## src/rtl/param_bram.sv

```systemverilog
`default_nettype none
// ============================================================================
// Module   : param_bram
// Brief    : Parameterised single-port block RAM with byte-enabled writes,
//            1/2-cycle read latency and a pattern re-initialisation engine.
// Revision : 1.0  initial release
// ============================================================================
module param_bram #(
    parameter int DATA_W    = 8,
    parameter int ADDR_W    = 8,
    parameter int DEPTH     = 256,
    parameter int RD_LAT    = 1,
    parameter int INIT_MODE = 1
) (
    input  logic                clk,
    input  logic                reset,
    input  logic                req_valid,
    output logic                req_ready,
    input  logic                req_we,
    input  logic [ADDR_W-1:0]   req_addr,
    input  logic [DATA_W-1:0]   req_wdata,
    input  logic [DATA_W/8-1:0] req_be,
    output logic                rsp_valid,
    output logic [DATA_W-1:0]   rsp_rdata,
    input  logic                init_start,
    output logic                busy,
    output logic                init_done
);
    localparam int              C_NB    = DATA_W / 8;
    localparam int              C_IW    = (DEPTH > 1) ? $clog2(DEPTH) : 1;
    localparam logic [ADDR_W:0] C_DEPTH = (ADDR_W + 1)'(DEPTH);
    localparam logic [ADDR_W-1:0] C_LAST = ADDR_W'(DEPTH - 1);

    typedef enum logic [1:0] {
        S_INIT  = 2'd0,
        S_READY = 2'd1,
        S_DRAIN = 2'd2
    } state_t;

    state_t              r_state;
    logic [ADDR_W-1:0]   r_init_addr;
    logic                r_init_done;
    logic [DATA_W-1:0]   r_mem  [0:DEPTH-1];
    logic [RD_LAT-1:0]   r_vld;
    logic [DATA_W-1:0]   r_pipe [RD_LAT];

    logic                w_accept;
    logic                w_in_range;
    logic                w_rd;
    logic                w_wr;
    logic                w_pending;
    logic [C_IW-1:0]     w_idx;
    logic [C_IW-1:0]     w_init_idx;
    logic [DATA_W-1:0]   w_rd_word;
    logic [DATA_W-1:0]   w_init_word;

    assign req_ready  = reset && (r_state == S_READY) && !init_start;
    assign busy       = !reset || (r_state != S_READY);
    assign init_done  = r_init_done;
    assign rsp_valid  = r_vld[RD_LAT-1];
    assign rsp_rdata  = r_pipe[RD_LAT-1];

    assign w_accept   = req_valid && req_ready;
    assign w_in_range = {1'b0, req_addr} < C_DEPTH;
    assign w_rd       = w_accept && !req_we;
    assign w_wr       = w_accept && req_we && w_in_range;
    assign w_idx      = req_addr[C_IW-1:0];
    assign w_init_idx = r_init_addr[C_IW-1:0];
    assign w_rd_word  = w_in_range ? r_mem[w_idx] : '0;

    always_comb begin
        w_init_word = '0;
        if (INIT_MODE == 1) begin
            w_init_word = DATA_W'(DEPTH - 1 - int'(r_init_addr));
        end else if (INIT_MODE == 2) begin
            w_init_word = DATA_W'(r_init_addr);
        end
    end

    // Only reads that have not yet reached the output stage hold DRAIN open.
    generate
        if (RD_LAT > 1) begin : g_pend
            assign w_pending = |r_vld[RD_LAT-2:0];
        end else begin : g_nopend
            assign w_pending = 1'b0;
        end
    endgenerate

    always_ff @(posedge clk) begin
        if (reset && r_state == S_INIT) begin
            r_mem[w_init_idx] <= w_init_word;
        end else if (w_wr) begin
            for (int k = 0; k < C_NB; k++) begin
                if (req_be[k]) begin
                    r_mem[w_idx][8*k +: 8] <= req_wdata[8*k +: 8];
                end
            end
        end
    end

    // Data is captured at the accept edge so later writes cannot disturb it.
    always_ff @(posedge clk) begin
        if (!reset) begin
            r_vld  <= '0;
            for (int i = 0; i < RD_LAT; i++) begin
                r_pipe[i] <= '0;
            end
        end else begin
            r_vld[0]  <= w_rd;
            r_pipe[0] <= w_rd ? w_rd_word : '0;
            for (int i = 1; i < RD_LAT; i++) begin
                r_vld[i]  <= r_vld[i-1];
                r_pipe[i] <= r_pipe[i-1];
            end
        end
    end

    always_ff @(posedge clk) begin
        if (!reset) begin
            r_state     <= S_INIT;
            r_init_addr <= '0;
            r_init_done <= 1'b0;
        end else begin
            r_init_done <= 1'b0;
            case (r_state)
                S_INIT: begin
                    r_init_addr <= r_init_addr + ADDR_W'(1);
                    if (r_init_addr == C_LAST) begin
                        r_init_addr <= '0;
                        r_init_done <= 1'b1;
                        r_state     <= S_READY;
                    end
                end
                S_READY: begin
                    if (init_start) begin
                        r_state <= w_pending ? S_DRAIN : S_INIT;
                    end
                end
                S_DRAIN: begin
                    if (!w_pending) begin
                        r_state <= S_INIT;
                    end
                end
                default: r_state <= S_INIT;
            endcase
        end
    end

endmodule
`default_nettype wire

```

## config.mk

```make
export PLATFORM = sky130hd
export DESIGN_NAME = param_bram
export DESIGN_NICKNAME = d
export VERILOG_FILES = /design/src/rtl/param_bram.sv
export SDC_FILE = /design/constraint.sdc
export NUM_CORES = 2
export LEC_CHECK = 0
export BUFFER_PORTS_ARGS = -buffer_cell sky130_fd_sc_hd__buf_2
export CORE_MARGIN = 2
export CORE_UTILIZATION = 68
export DETAILED_ROUTE_END_ITERATION = 12
export GPL_ROUTABILITY_DRIVEN = 0
export PLACE_DENSITY_LB_ADDON = 0.2
export SLEW_MARGIN = 20
export SYNTH_ARGS = -nofsm -noshare
export SYNTH_HDL_FRONTEND = slang
export SYNTH_SLANG_ARGS = --single-unit
```

## constraint.sdc

```tcl
create_clock -name clk -period 27.8 [get_ports clk]
set_input_delay 2.78 -clock clk [delete_from_list [all_inputs] [get_ports clk]]
set_output_delay 2.78 -clock clk [all_outputs]
set_load 0.005 [all_outputs]
```

==> results.md <==
- Largest net degree at the start of global routing: 111
- Number of setup violations in the final report: 0
- Initial antenna violation count: 12
- P per Cell Area: 70.59 nW/um2
- Slew headroom: 0.2283
- Syn avg cell area: 20.49 um2
- Post-CTS Setup Bufs: 0
- FMAX: 130.1 MHz
- Cts repair resizes: 0
- Routed WL per cell: 36.51 um
- Post-Route WL: 213.8 mm
- Commonest non-fill, non-tap cell in the layout: edfxtp_1
- Cts bufs inserted: 194
- Peak supply drop: 0.09194 mV
- Final Util: 0.7447
- CTS sink cnt: 2067
- Grt met2 use: 0.5239
- Input/output buffers: 33
- Crit start category: primary input
- Starting Density: 0.6840
- Static leakage: 30.49 nW
- Post-layout nets: 4100
- I/O pin count: 34
- Worst slew pin tran: 1.149 ns
- EDFF count, synth: 2048
- Area growth syn-to-layout: 8.864%
- Hpwl dp: 125.6 mm
- Crit path kind: primary input to register
- Worst Path Required: 28.56 ns
- Number of global-route vias before repair: 41560
- Cells after DPL: 5491
- Final ANT Viol Nets: 0
- Hold_buf cts: 0
- Post-Syn Nets: 4022
- First-pass DRT Iterations: 6
- Clock buffer depth: 3
- Ys async rst share: 0
- Top cell type's share of synthesized area: 0.7504
- Synth cell types: 86
- Final Critical Period: 7.685 ns
- Seq/Total Area, Yosys: 0.7550
- Met3 Resource Use GR: 0.1025
- Clock skew: 0.04032 ns
- Setup TNS: 0 ns
- DR vias: 42650
- CTS tree: yes
- Site Rows: 127
- All-layer global routing usage: 0.3530
- Worst-skew pair later-pin latency: 0.84 ns
- Die Span Y: 351.2 um
- Critical path arrival: 8.45 ns
- CP Max Fanout: 93
- FF-to-FF setup slack: 23.35 ns
- Yosys warning total: 0
- Clock transition at the registers of the reported paths: 0.07 ns
- Syn Std Cell Area: 81950 um2
- Via density: 7.285
- Remaining routing DRC violations: 0
- Core Box Area: 119800 um2
- Die Area: 123300 um2
- Number of synthesized register bits: 2067
- Commonest cells after routing, fill and taps aside: 2048 x edfxtp_1, 345 x mux4_2, 341 x nor2_1, 254 x mux2i_1, 195 x clkbuf_16
- Synth area leaders: edfxtp_1 75%, mux4_2 9.5%, mux2i_1 3.1%
- Cells after Synth: 3999
- GR Layer Usage met1: 0.4932
- Crit end category: register
- Period utilisation layout: 0.2764
- Final Non-Filler Cells: 5855
- Fin. Hold Viols: 0
- Unrepaired setup endpoints after global routing: false
- Max_cap viols: 0
- Leading area contributor after synthesis: edfxtp_1
- Clock Tree Root: clkbuf_16
- DR iter-0 viols: 7493
- Post-synth top flop: edfxtp_1
- Class of the worst hold path: register to register
- Share of cells above drive strength 1: 0.1908
- Fin. max-slew vios: 0
- Layer with the highest usage: met2
- Outcome: finished, final reports clean
- Die W: 351.2 um
- Global-route wire length before repair: 302.3 mm
- GRT overflow: 0
- H-tree Lvls: 4
report_power, final:
part | internal, mW | leakage (nW) | total, mW | switching (mW)
sequential | 3.41 | 20.9 | 3.41 | 0.00155
combinational | 0.0803 | 6.56 | 0.259 | 0.179
clock | 1.47 | 3.04 | 2.63 | 1.16
total | 4.96 | 30.5 | 6.30 | 1.34
through the flow:
step / setup WS [ns] / total power [mW] / instance area, um2 / hold WS [ns]
final: 20.11 / 6.298 / 89220 / 0.6316
after global routing: 19.72 / 6.419 / 89210 / 0.6720
after CTS: 20.07 / 6.291 / 89130 / 0.6263
after detailed placement: 19.19 / 3.726 / 82860 / 0.6177
after global placement: 19.28 / 3.722 / 82820 / 0.6066
after floorplan: 15.58 / 3.657 / 81950 / 0.5154
worst max-delay path: stages:
cell and delay [ns]:
buf_8 0.46, buf_4 0.62, buf_4 0.64, buf_12 0.56, buf_4 0.80, mux2i_1 0.18, o221ai_1 0.32, o22ai_1 0.14
nor3_1 0.72, nor2_1 0.26, or4_1 0.55, o21ai_1 0.14
final timing paths:
kind / endpoint / cells past startpoint / from
worst min-delay path: r_init_addr[6]$_SDFFE_PN0N_ / 2 / r_init_addr[6]$_SDFFE_PN0N_
worst max register to register: r_mem[224][2]$_DFFE_PP_ / 8 / r_state[0]$_SDFFE_PN0P_
worst max-delay path: r_pipe[0][6]$_SDFF_PN0_ / 12 / req_addr[0]
worst min register to register: r_init_addr[6]$_SDFFE_PN0N_ / 2 / r_init_addr[6]$_SDFFE_PN0N_
cell families after synthesis:
| group | Yosys count | share of synthesized area |
|---|---|---|
| xor+xnor | 5 | 0.0005344 |
| simple gates | 601 | 0.03197 |
| flops | 2067 | 0.7550 |
| compound gates | 394 | 0.03369 |
| mux | 685 | 0.1518 |
| fa+ha+maj | 1 | 0.0001526 |
| buf+inv | 246 | 0.02685 |
registers in the layout, summed over array words and instances, names as in the netlist:
register,flops
init_done,1
r_init_addr,8
r_mem,2048
r_pipe,8
r_state,1
rsp_valid,1
Yosys cell counts, types with 4 or more instances:
cell type / number
nand3_1: 30
clkbuf_8: 26
and3_1: 9
nor4_1: 6
dfxtp_1: 19
o2111ai_1: 4
buf_8: 17
edfxtp_1: 2048
o221ai_1: 78
nand2_1: 93
a31oi_1: 28
o22ai_1: 72
mux2i_1: 254
or2_2: 18
o21ai_1: 4
buf_12: 31
o31ai_1: 5
or4_1: 5
nor3_1: 22
mux4_1: 77
or3_1: 23
a21oi_1: 64
nand2b_1: 9
o21ai_0: 42
buf_4: 10
a211oi_1: 16
buf_1: 7
buf_6: 26
a22oi_1: 16
nor2_1: 347
mux2_2: 9
buf_2: 61
o21a_1: 9
o211ai_1: 5
a311oi_1: 5
nor2b_1: 4
nand4_1: 5
clkbuf_1: 58
mux4_2: 345
and2_1: 13
a221oi_1: 9
area by class of cell:
type	instances	area, um2
sequential	2067	61880
inverter	6	27.53
tap	1612	2017
fill	6512	30590
clock buffer	237	5067
multi-input combinational	1686	18020
antenna	4	10.01
timing repair buffer	122	991.0
clock inverter	121	1202
per-layer routing:
| layer | up-vias | part of all wire |
|---|---|---|
| met1 | 21870 | 0.35 |
| met3 | 623 | 0.14 |
| met5 | - | 0.00045 |
| met4 | 16 | 0.053 |
| li1 | 16770 | - |
| met2 | 3379 | 0.46 |
Power figures use the tool's default switching activity.
